## src/rtl/ccff_pkg.sv

```systemverilog
// Shared types and helpers for the configuration-chain loader.
package ccff_pkg;

    localparam int unsigned DEFAULT_WORD_W = 32;

    typedef enum logic [1:0] {
        IDLE,
        FETCH,
        SHIFT,
        DRAIN
    } ccff_state_e;

    function automatic int unsigned ceil_div(input int unsigned n, input int unsigned d);
        return (n + d - 1) / d;
    endfunction

endpackage

```

## src/rtl/ccff_rb_packer.sv

```systemverilog
// Serial-to-word readback collector: packs captured tail bits MSB-first and
// left-aligns a final short word on flush.
module ccff_rb_packer
    import ccff_pkg::*;
#(
    parameter int unsigned WORD_W = DEFAULT_WORD_W
) (
    input  logic              clk,
    input  logic              rst_n,
    input  logic              clr_i,
    input  logic              cap_i,
    input  logic              bit_i,
    input  logic              flush_i,
    output logic [WORD_W-1:0] data_o,
    output logic              valid_o,
    output logic              partial_o
);

    localparam int unsigned CNT_W = $clog2(WORD_W + 1);

    logic [WORD_W-1:0] sr_q, sr_d, sr_cap_c;
    logic [CNT_W-1:0]  cnt_q, cnt_d, cnt_cap_c;
    logic [WORD_W-1:0] data_q, data_d;
    logic              valid_q, valid_d;
    logic              partial_q, partial_d;

    // A capture and a flush may land on the same edge; the captured bit is
    // folded in before deciding whether the word is full or short.
    always_comb begin
        sr_cap_c  = cap_i ? {sr_q[WORD_W-2:0], bit_i} : sr_q;
        cnt_cap_c = cap_i ? cnt_q + CNT_W'(1) : cnt_q;
        sr_d      = sr_cap_c;
        cnt_d     = cnt_cap_c;
        data_d    = data_q;
        valid_d   = 1'b0;
        partial_d = partial_q;
        if (clr_i) begin
            sr_d      = '0;
            cnt_d     = '0;
            partial_d = 1'b0;
        end else if (cnt_cap_c == CNT_W'(WORD_W)) begin
            data_d  = sr_cap_c;
            valid_d = 1'b1;
            sr_d    = '0;
            cnt_d   = '0;
        end else if (flush_i && (cnt_cap_c != '0)) begin
            data_d    = sr_cap_c << (CNT_W'(WORD_W) - cnt_cap_c);
            valid_d   = 1'b1;
            partial_d = 1'b1;
            sr_d      = '0;
            cnt_d     = '0;
        end
    end

    always_ff @(posedge clk or negedge rst_n) begin
        if (!rst_n) begin
            sr_q      <= '0;
            cnt_q     <= '0;
            data_q    <= '0;
            valid_q   <= 1'b0;
            partial_q <= 1'b0;
        end else begin
            sr_q      <= sr_d;
            cnt_q     <= cnt_d;
            data_q    <= data_d;
            valid_q   <= valid_d;
            partial_q <= partial_d;
        end
    end

    assign data_o    = data_q;
    assign valid_o   = valid_q;
    assign partial_o = partial_q;

endmodule

```

## src/rtl/ccff_loader.sv

```systemverilog
// Configuration-chain loader: serialises host words onto ccff_head with a
// gated shift enable and returns the displaced chain contents as readback.
module ccff_loader
    import ccff_pkg::*;
#(
    parameter int unsigned CHAIN_LEN = 42,
    parameter int unsigned WORD_W    = DEFAULT_WORD_W,
    parameter int unsigned CNT_W     = $clog2(CHAIN_LEN + 1)
) (
    input  logic              prog_clk,
    input  logic              pReset,
    input  logic              start,
    input  logic [WORD_W-1:0] wr_data,
    input  logic              wr_valid,
    output logic              wr_ready,
    output logic              ccff_head,
    output logic              ccff_shift_en,
    input  logic              ccff_tail,
    output logic [WORD_W-1:0] rb_data,
    output logic              rb_valid,
    output logic              busy,
    output logic              done,
    output logic              rb_partial
);

    localparam int unsigned TXL_W = $clog2(WORD_W + 1);

    ccff_state_e       state_q, state_d;
    logic [CNT_W-1:0]  bits_q, bits_d, remain_c;
    logic [TXL_W-1:0]  tx_left_q, tx_left_d;
    logic [WORD_W-1:0] tx_sr_q, tx_sr_d;
    logic              head_q, head_d;
    logic              sen_q, sen_d;
    logic              ready_q, ready_d;
    logic              busy_q, busy_d;
    logic              done_q, done_d;
    logic              rb_clr_c, rb_flush_c;

    assign remain_c = CNT_W'(CHAIN_LEN) - bits_q;

    // Next-state and registered-output decode; the enable is registered so the
    // chain shifts on the edge ending the cycle after a bit is taken from tx_sr.
    always_comb begin
        state_d    = state_q;
        bits_d     = bits_q;
        tx_left_d  = tx_left_q;
        tx_sr_d    = tx_sr_q;
        head_d     = head_q;
        sen_d      = 1'b0;
        done_d     = 1'b0;
        rb_clr_c   = 1'b0;
        rb_flush_c = 1'b0;
        case (state_q)
            IDLE: begin
                if (start) begin
                    bits_d   = '0;
                    rb_clr_c = 1'b1;
                    state_d  = FETCH;
                end
            end
            FETCH: begin
                if (wr_valid && ready_q) begin
                    tx_sr_d   = wr_data;
                    tx_left_d = (32'(remain_c) > WORD_W) ? TXL_W'(WORD_W) : TXL_W'(remain_c);
                    state_d   = SHIFT;
                end
            end
            SHIFT: begin
                head_d    = tx_sr_q[WORD_W-1];
                sen_d     = 1'b1;
                tx_sr_d   = tx_sr_q << 1;
                bits_d    = bits_q + CNT_W'(1);
                tx_left_d = tx_left_q - TXL_W'(1);
                if ((bits_q + CNT_W'(1)) == CNT_W'(CHAIN_LEN)) begin
                    state_d = DRAIN;
                end else if (tx_left_q == TXL_W'(1)) begin
                    state_d = FETCH;
                end
            end
            DRAIN: begin
                rb_flush_c = 1'b1;
                done_d     = 1'b1;
                state_d    = IDLE;
            end
            default: state_d = IDLE;
        endcase
        ready_d = (state_d == FETCH);
        busy_d  = (state_d != IDLE);
    end

    always_ff @(posedge prog_clk or negedge pReset) begin
        if (!pReset) begin
            state_q   <= IDLE;
            bits_q    <= '0;
            tx_left_q <= '0;
            tx_sr_q   <= '0;
            head_q    <= 1'b0;
            sen_q     <= 1'b0;
            ready_q   <= 1'b0;
            busy_q    <= 1'b0;
            done_q    <= 1'b0;
        end else begin
            state_q   <= state_d;
            bits_q    <= bits_d;
            tx_left_q <= tx_left_d;
            tx_sr_q   <= tx_sr_d;
            head_q    <= head_d;
            sen_q     <= sen_d;
            ready_q   <= ready_d;
            busy_q    <= busy_d;
            done_q    <= done_d;
        end
    end

    ccff_rb_packer #(
        .WORD_W(WORD_W)
    ) u_rb_packer (
        .clk      (prog_clk),
        .rst_n    (pReset),
        .clr_i    (rb_clr_c),
        .cap_i    (sen_q),
        .bit_i    (ccff_tail),
        .flush_i  (rb_flush_c),
        .data_o   (rb_data),
        .valid_o  (rb_valid),
        .partial_o(rb_partial)
    );

    assign wr_ready      = ready_q;
    assign ccff_head     = head_q;
    assign ccff_shift_en = sen_q;
    assign busy          = busy_q;
    assign done          = done_q;

endmodule

```

## config.mk

```make
export PLATFORM = sky130hd
export DESIGN_NAME = ccff_loader
export DESIGN_NICKNAME = d
export VERILOG_FILES = /design/src/rtl/ccff_pkg.sv /design/src/rtl/ccff_rb_packer.sv /design/src/rtl/ccff_loader.sv
export SDC_FILE = /design/constraint.sdc
export NUM_CORES = 1
export LEC_CHECK = 0
export ABC_AREA = 1
export CAP_MARGIN = 15
export CORE_ASPECT_RATIO = 0.5
export CORE_MARGIN = 10
export CORE_UTILIZATION = 50
export DETAILED_ROUTE_END_ITERATION = 16
export PLACE_DENSITY_LB_ADDON = 0.1
export SLEW_MARGIN = 25
export SYNTH_ARGS = -nofsm -noshare
export SYNTH_HDL_FRONTEND = slang
export SYNTH_HIERARCHICAL = 1
export SYNTH_SLANG_ARGS = --single-unit
```

## constraint.sdc

```tcl
create_clock -name prog_clk -period 2.8 [get_ports prog_clk]
set_clock_uncertainty 0.05 [all_clocks]
set_input_delay 0.56 -clock prog_clk [delete_from_list [all_inputs] [get_ports prog_clk]]
set_output_delay 0.56 -clock prog_clk [all_outputs]
set_load 0.05 [all_outputs]
```

* Word level (Yosys, flattened, before mapping) *
Cells that the tools add are included.

storage, ports and cells
  register bits = 123
  input bits = 37
  output and inout port bits = 39
  word-level logic and storage cells = 77

operators by class
  $add $sub $neg = 5
  order comparisons = 1
  equality and inequality tests = 10
  shift-type cells = 1
  mux-type cells = 32
  bitwise gates (word level) = 1
  reduce and logical (&&, ||, !) cells = 13

operator list
  kind                                              count
  two-way mux 32 bit                                7
  one-hot mux 32 bit (2 select lines)               1
  two-way mux 6 bit                                 7
  << shifter 32 x 6 -> 32 bit                       1
  one-hot mux 6 bit (2 select lines)                2
  adder 6 x 1 -> 6 bit, second input constant       2
  == test 6 bit, second input constant              2
  subtractor 6 bit, first input constant            2
  two-way mux 1 bit                                 10
  nonzero test 2 bit                                5
  two-way mux 2 bit                                 4
  one-hot mux 2 bit (4 select lines)                1
  AND reduction 2 bit                               4
  == test 6 x 1 -> 1 bit, second input constant     1
  > comparator 6 bit, second input constant         1
  != test 2 bit, second input constant              3
  nonzero test 6 bit                                1
  subtractor 6 x 1 -> 6 bit, second input constant  1
  == test 2 x 1 -> 1 bit, second input constant     2
  == test 2 bit, second input constant              2
  logical AND 1 bit                                 2
  zero test 2 bit                                   1
  inverter 1 bit                                    1

* Depth between registers and ports, before layout *
Gate-level depths: netlist (run 1).

  word-level depth = 7
  gate-level depth with buffers = 15
  mapped depth without buffers = 15

* Modules after synthesis *
The synthesis (run 1) kept the hierarchy.

by module, submodules not included
  module          instances  cells each  area an instance (sq um)  seq. area each (sq um)
  ccff_rb_packer  1          759         4902.2                    1801.7
  ccff_loader     1          295         2661.3                    1276.2

* Worst setup path before layout (run 1) *
OpenSTA, ideal clock, no wires.

  path kind = register to register
  from = register sen_q (netlist: ccff_shift_en)
  to = register u_rb_packer.data_q[25] (netlist: u_rb_packer/data_o[25])
  setup time = 0.118 ns
  data arrival time = 1.959 ns
  required time = 2.632 ns
  slack = 0.673 ns
  cell stages (with the launch flop) = 12
  path buffers = 2
  period minus slack after synthesis = 2.127 ns
  cell sequence = dfrtp_1 > buf_6 > nand4_1 > xor2_2 > inv_2 > nand2_1 > nand2_1 > inv_2 > buf_2 > nand3_1 > nand4_1 > nand2_1

on the way
  word-level cells in the longest chain between the ends = 5
  elaborated cells between the ends (all ways) = 11
  those cells by class = add/sub (1); eq/ne (1); shift (1); mux (4); reduce/logical (4)

ends and longest elaborated chain
  element                                                                  RTL line                                    RTL
  start, declared                                                          ccff_loader.sv:33                           logic sen_q, sen_d;
  start signal, assigned                                                   ccff_loader.sv:108                          sen_q <= sen_d;
  two-way mux 6 bit                                                        ccff_rb_packer.sv:31                        cnt_cap_c = cap_i ? cnt_q + CNT_W'(1) : cnt_q;
  subtractor 6 bit / nonzero test 6 bit (equally long branches)            ccff_rb_packer.sv:47, ccff_rb_packer.sv:46
  << shifter 32 x 6 -> 32 bit / logical AND 1 bit (equally long branches)  ccff_rb_packer.sv:47, ccff_rb_packer.sv:46
  two-way mux 32 bit / nonzero test 2 bit (equally long branches)          -
  two-way mux 32 bit / AND reduction 2 bit (equally long branches)         -
  end signal, assigned                                                     ccff_rb_packer.sv:65                        data_q <= data_d;
  end, declared                                                            ccff_rb_packer.sv:23                        logic [WORD_W-1:0] data_q, data_d;

Parallel ways exist; a longest one is shown, timed or not. The select of a mux whose other input is x is not followed.
A chain may end at the register's enable or synchronous reset.

* Worst setup path in the final report (run 1) *
  from = register u_rb_packer.cnt_q[0]
  to = register u_rb_packer.data_q[27] (netlist: u_rb_packer/data_o[27])

on the way
  word-level cells in the longest chain between the ends = 6
  elaborated cells between the ends (all ways) = 11
  those cells by class = add/sub (2); eq/ne (1); shift (1); mux (3); reduce/logical (4)

ends and longest elaborated chain
  element                                                                  RTL line                                    RTL
  start, declared                                                          ccff_rb_packer.sv:22                        logic [CNT_W-1:0] cnt_q, cnt_d, cnt_cap_c;
  start signal, assigned                                                   ccff_rb_packer.sv:64                        cnt_q <= cnt_d;
  adder 6 x 1 -> 6 bit                                                     ccff_rb_packer.sv:31
  two-way mux 6 bit (*)                                                    ccff_rb_packer.sv:31
  subtractor 6 bit / nonzero test 6 bit (equally long branches)            ccff_rb_packer.sv:47, ccff_rb_packer.sv:46
  << shifter 32 x 6 -> 32 bit / logical AND 1 bit (equally long branches)  ccff_rb_packer.sv:47, ccff_rb_packer.sv:46
  two-way mux 32 bit / nonzero test 2 bit (equally long branches)          -
  two-way mux 32 bit / AND reduction 2 bit (equally long branches)         -

Every way passes the cells marked *; elsewhere a longest branch is shown, timed or not. The select of a mux whose other input is x is not followed.

==> results of run 1 <==
## layout by cell type, fill, tap and decap left out, types with 3 or more instances in the layout
| master | netlist | routed |
|---|---|---|
| a21oi_1 | 16 | 16 |
| a221oi_1 | 15 | 15 |
| a221oi_2 | 16 | 16 |
| buf_4 | 8 | 18 |
| clkbuf_16 | 0 | 17 |
| clkdlybuf4s50_1 | 0 | 73 |
| dfrtp_1 | 123 | 122 |
| ha_1 | 6 | 6 |
| inv_1 | 94 | 94 |
| inv_2 | 14 | 14 |
| inv_6 | 0 | 6 |
| inv_8 | 0 | 3 |
| nand2_1 | 330 | 330 |
| nand2_2 | 14 | 14 |
| nand3_1 | 160 | 160 |
| nand4_1 | 22 | 22 |
| nor2_1 | 68 | 66 |
| nor2_2 | 3 | 3 |
| nor2_4 | 3 | 5 |
| nor3_1 | 32 | 32 |
| o21ai_0 | 25 | 25 |
| o21ai_1 | 27 | 27 |
| o22ai_1 | 4 | 4 |
| or2_2 | 3 | 3 |
| xor2_1 | 4 | 4 |
## where the power goes
part           leakage (nW)  internal [mW]  switching [mW]  total (mW)
registers              1.56           2.31           0.301        2.61
logic                  2.45           1.86            4.11        5.97
clock network         0.277           1.18           0.959        2.14
## flip-flops by register name, indices dropped and copies added (netlist names)
| register | count |
|---|---|
| done | 1 |
| u_rb_packer/cnt_q | 6 |
| ccff_head | 1 |
| state_q | 2 |
| wr_ready | 1 |
| tx_sr_q | 32 |
| u_rb_packer/data_o | 32 |
| bits_q | 6 |
| u_rb_packer/valid_o | 1 |
| busy | 1 |
| tx_left_q | 6 |
| ccff_shift_en | 1 |
| u_rb_packer/partial_o | 1 |
| u_rb_packer/sr_q | 32 |
## kinds of logic (layout without fill, tap and decap cells)
kind of cell,count (synthesis),count (layout),synth area share
flip-flops,123,123,0.407
AO/OA/AOI/OAI,108,108,0.102
buffers and inverters,171,233,0.103
XOR/XNOR,6,6,0.00794
AND/OR/NAND/NOR,640,640,0.370
adder cells (fa/ha/maj),6,6,0.00993
## area by class of cell
type,instances,share of cell area
sequential,123,0.344
clock inverter,15,0.0165
clock buffer,17,0.0476
multi-input combinational,760,0.416
inverter,108,0.0454
tap,198,0.0277
timing repair buffer,93,0.102
## worst min path at each step
stage / from / end / slack, ns / cells past startpoint
after CTS: pReset / u_rb_packer/sr_q[28]$_DFF_PN0_ / 0.002 / 1
after floorplan: pReset / bits_q[0]$_DFFE_PN0P_ / 0.21 / 0
after global placement: u_rb_packer/data_o[6]$_DFFE_PN0P_ / u_rb_packer/data_o[6]$_DFFE_PN0P_ / 0.42 / 2
after detailed placement: u_rb_packer/data_o[20]$_DFFE_PN0P_ / u_rb_packer/data_o[20]$_DFFE_PN0P_ / 0.42 / 2
final: pReset / u_rb_packer/sr_q[30]$_DFF_PN0_ / -0.002 / 1
after global routing: pReset / u_rb_packer/sr_q[30]$_DFF_PN0_ / 0.02 / 1
## stage by stage
stage	setup WS (ns)	total power, mW	util	hold WS, ns	cells
global route	0.106	11.5	0.611	0.0175	1314
finish	0.343	10.7	0.611	-0.00228	1314
global placement	0.242	8.41	0.570	0.416	1281
detailed placement	0.205	8.49	0.570	0.415	1281
floorplan	0.673	7.12	-	0.214	1054
CTS	0.348	10.7	0.609	0.00197	1313
## metal layers
layer,GRT usage,share of wire,vias up
met1,0.257,0.47,3326
met5,0,0,-
met4,0.0617,0.013,0
met2,0.314,0.46,197
met3,0.0367,0.055,20
li1,-,-,3557
## worst max-delay path: cells and delay by family, from the launching register on
family / cells / cell delay [ns]
adders and majority gates: 1 / 0.32
and+or+nand+nor: 10 / 1.25
DFF: 1 / 0.41
buffers and inverters: 2 / 0.35
==> qor.yml, run 1 <==
grt_pass1_vias: 6731
netlist_area_um2: 7560
antenna_found_initial: 0
crit_path_end_kind: "register"
postSynthCellCount: 1054
violations: "negative hold slack"
viasPerCell: 5.40
wire_per_inst_um: 15.1
io_buffer_count: 75
crit_slowest_cell: "dfrtp_1"
post_cts_buffers: 0
synth_edf_count: 0
syn_to_final_growth_pct: 18.2
vias: 7100
slew_headroom: 0.462
yosysTopAreaCellShare: 0.407
grt_use_total: 0.193
htreeDepth: 4
yosys_warnings: 6
ir_drop_mv: 0.632
hold_viol: 8
crit_fanout: 16
synth-seq-cells: 123
setup_viol: 0
crit_path_end: "u_rb_packer/data_o[27]$_DFFE_PN0P_"
max_stage_delay_ns: 0.41
io_pins: 76
core_region_area_um2: 14600
start_util: 0.517
drc: 0
grt_max_degree: 74
die_h_um: 107
rows: 31
startpoint: "u_rb_packer/cnt_q[0]$_DFF_PN0_"
ys_async_sr_fraction: 1.00
arrival_ns: 2.76
drv_cap: 0
ant_nets: 0
ys_seq_area_frac: 0.407
worstSetupPathType: "reg2reg"
crit_top_cell: "nand2_1"
rr_worst_depth: 13
period_share: 0.878
power_density_nw_per_um2: 1200
rsz0062_at_grt: "false"
syn_area_per_cell_um2: 7.18
post-synth-top-count-cell: "nand2_1"
rr_endpoint: "u_rb_packer/data_o[27]$_DFFE_PN0P_"
gp_congestion: 0.954
r2r_start: "u_rb_packer/cnt_q[0]$_DFF_PN0_"
cts.sinks: 123
synth_cell_type_count: 36
ys.flop_type: "dfrtp_1"
fp.dieW_um: 194
dr.pass1.iters: 6
reg2reg_slack_ns: 0.34
min_period_ns: 2.46
antenna_cells: 0
worstPathRequired_ns: 3.10
cp-start-kind: "register"
outcome: "finished, violations left"
min_path_type: "in2async"
nets: 1146
hold_buffers: 0
maxSlewViolCount: 0
fillers: 1336
hpwl_mm: 14.2
clock_latency_ns: 0.42
worst_hold_slack_ns: -0.00228
cts_root_buf: "clkbuf_16"
tns_ns: 0
crit_chain: "ha_1 > inv_1 > nand2_1 > nand2_1 > nand2_2 > nor2_4 > nand2_2 > nor2_2 > nand2_2 > nand2_1 > buf_4 > nand4_1 > nand2_1"
clk_pin_slew_ns: 0.06
drive_above_1_share: 0.100
dieArea_um2: 20700
cts_resized: 0
yosysTopAreaCell: "dfrtp_1"
worst_pin_slew_ns: 0.808
seq_area_um2: 3080
cellLeakagePower_nw: 4.30
synth_common_cells: "330 x nand2_1, 160 x nand3_1, 123 x dfrtp_1"
synth_area_leaders: "dfrtp_1 41%, nand2_1 16%, nand3_1 11%, inv_1 4.7%, nor2_1 3.4%"
grt_pass1_wl_mm: 33.7
cts_tree: "yes"
drtIter0Drc: 559
placed_area_um2: 8340
cts-buffers-inserted: 17
grt-ovfl-total: 0
clk_path_buf_depth: 2
routed_wirelength_mm: 19.9
final_area_um2: 8940
syn_nets: 1097
multi_input_area_um2: 3720
max_freq_ghz: 0.407
Power figures use the tool's default switching activity.
==> run 2: changes to the inputs <==
--- a/config.mk
+++ b/config.mk
@@ -8,3 +8,2 @@
 export ABC_AREA = 1
-export CAP_MARGIN = 15
 export CORE_ASPECT_RATIO = 0.5
@@ -14,2 +13,3 @@
 export PLACE_DENSITY_LB_ADDON = 0.1
+export REMOVE_ABC_BUFFERS = 1
 export SLEW_MARGIN = 25
--- a/constraint.sdc
+++ b/constraint.sdc
@@ -4,2 +4,2 @@
 set_output_delay 0.56 -clock prog_clk [all_outputs]
-set_load 0.05 [all_outputs]
+set_load 0.02 [all_outputs]
==> run 2 against run 1 <==
  * Largest power group unchanged
  * Wire length down 0.64%
  * Critical path type unchanged
  * Register-to-register slack got worse by 0.05 ns
  * Final cell count is essentially flat
  * Utilization up 0.060 points
  * Via count about the same
  * Sequential share of layout area about the same
  * Critical path depth is 1 higher
  * Cell area barely moved
  * Hold slack better by 0.0041 ns
  * Non-clock buffer count fell by 1
  * Clock power about the same
  * Combinational power shrank 8.5%
  * The flow now finishes without violations
==> qor.yml, run 2 (same netlist as run 1, synthesis figures left out) <==
outcome: "finished clean"
htreeDepth: 4
final_common_cell: "nand2_1"
drtIter0Drc: 831
grt_pass1_wl_mm: 33.4
cts_root_buf: "clkbuf_16"
hpwl_mm: 13.8
worstSetupPathType: "reg2reg"
worst_pin_slew_ns: 0.653
antenna_cells: 0
cts-buffers-inserted: 17
crit_path_end: "u_rb_packer/data_o[18]$_DFFE_PN0P_"
cts_tree: "yes"
max_freq_ghz: 0.399
stdcell_count: 1313
routed_wirelength_mm: 19.7
dr.pass1.iters: 6
final_cell_mix: "330 x nand2_1, 160 x nand3_1, 122 x dfrtp_1"
reg2reg_slack_ns: 0.30
cts.sinks: 123
grt_use_total: 0.190
clk_pin_slew_ns: 0.07
ir_drop_mv: 0.521
grt_pass1_vias: 6763
startpoint: "u_rb_packer/cnt_q[0]$_DFF_PN0_"
ant_nets: 0
setup_viol: 0
fp.dieW_um: 194
hold_buffers: 0
syn_to_final_growth_pct: 18.3
min_path_type: "in2async"
io_pins: 76
arrival_ns: 2.80
grt-ovfl-total: 0
dieArea_um2: 20700
rows: 31
cts_resized: 0
io_buffer_count: 75
grt_max_degree: 69
cellLeakagePower_nw: 4.28
clk_path_buf_depth: 2
clock_latency_ns: 0.43
gp_congestion: 0.911
maxSlewViolCount: 0
die_h_um: 107
vias: 7097
hold_viol: 0
core_region_area_um2: 14600
power_density_nw_per_um2: 1140
total_power_mw: 10.2
cp-start-kind: "register"
wire_per_inst_um: 15.0
crit_fanout: 26
fillers: 1352
crit_slowest_cell: "dfrtp_1"
start_util: 0.517
post_cts_buffers: 0
worstPathRequired_ns: 3.09
crit_path_end_kind: "register"
rr_endpoint: "u_rb_packer/data_o[18]$_DFFE_PN0P_"
min_period_ns: 2.50
placed_cells_incl_taps: 1281
drc: 0
nets: 1145
max_stage_delay_ns: 0.41
period_share: 0.894
slew_headroom: 0.560
r2r_start: "u_rb_packer/cnt_q[0]$_DFF_PN0_"
crit_top_cell: "nand2_2"
crit_chain: "ha_1 > inv_1 > nand2_1 > nand2_1 > nand2_2 > nor2_4 > nand2_2 > nor2_2 > nand2_2 > nand2_2 > nand2_4 > inv_2 > nor2_1 > a21oi_1"
drv_cap: 0
rsz0062_at_grt: "false"
drive_above_1_share: 0.0987
antenna_found_initial: 0
viasPerCell: 5.41
rr_worst_depth: 14
-- run 2: how the worst min path moves through the flow --
stage / start / endpoint / slack [ns]
floorplan: pReset / bits_q[0]$_DFFE_PN0P_ / 0.21
global placement: u_rb_packer/data_o[24]$_DFFE_PN0P_ / u_rb_packer/data_o[24]$_DFFE_PN0P_ / 0.42
detailed placement: u_rb_packer/data_o[6]$_DFFE_PN0P_ / u_rb_packer/data_o[6]$_DFFE_PN0P_ / 0.42
CTS: pReset / wr_ready$_DFF_PN0_ / 0.01
global route: pReset / wr_ready$_DFF_PN0_ / 0.02
finish: pReset / wr_ready$_DFF_PN0_ / 0.002
-- run 2: power by group --
part	internal (mW)	switching (mW)	total, mW	leakage, nW
Clock	1.18	0.966	2.14	0.268
Combinational	1.84	3.61	5.46	2.45
Sequential	2.31	0.287	2.59	1.56
Total	5.33	4.87	10.2	4.28
-- run 2: critical path: cells and delay by family, from the launching register on --
family                     cells  cell delay [ns]
buffers and inverters          2             0.42
and+or+nand+nor               10             1.08
AOI/OAI and AO/OA              1             0.13
adders and majority gates      1             0.33
DFF                            1             0.41
-- run 2: final cells by class --
type / count / area [um2] / share of cell area
multi-input combinational: 760 / 3720 / 0.416
sequential: 123 / 3080 / 0.344
timing repair buffer: 92 / 926 / 0.103
clock buffer: 17 / 425 / 0.0475
inverter: 108 / 405 / 0.0453
tap: 198 / 248 / 0.0277
clock inverter: 15 / 144 / 0.0161
-- run 2: metal layers --
layer	global-route usage	up-vias	part of all wire
li1	-	3550	-
met1	0.249	3292	0.46
met2	0.309	230	0.46
met3	0.0420	25	0.062
met4	0.0590	0	0.013
met5	0	-	0
-- run 2: metrics by stage --
stage / setup WS (ns) / instance area [um2] / hold WS [ns] / TNS [ns] / util
after floorplan: -3.10 / 7190 / 0.214 / -189.11 / -
after global placement: 0.387 / 8380 / 0.416 / 0 / 0.573
after detailed placement: 0.353 / 8380 / 0.417 / 0 / 0.573
after CTS: 0.321 / 8950 / 0.0101 / 0 / 0.612
after global routing: 0.0547 / 8950 / 0.0217 / 0 / 0.612
final: 0.296 / 8950 / 0.00180 / 0 / 0.612
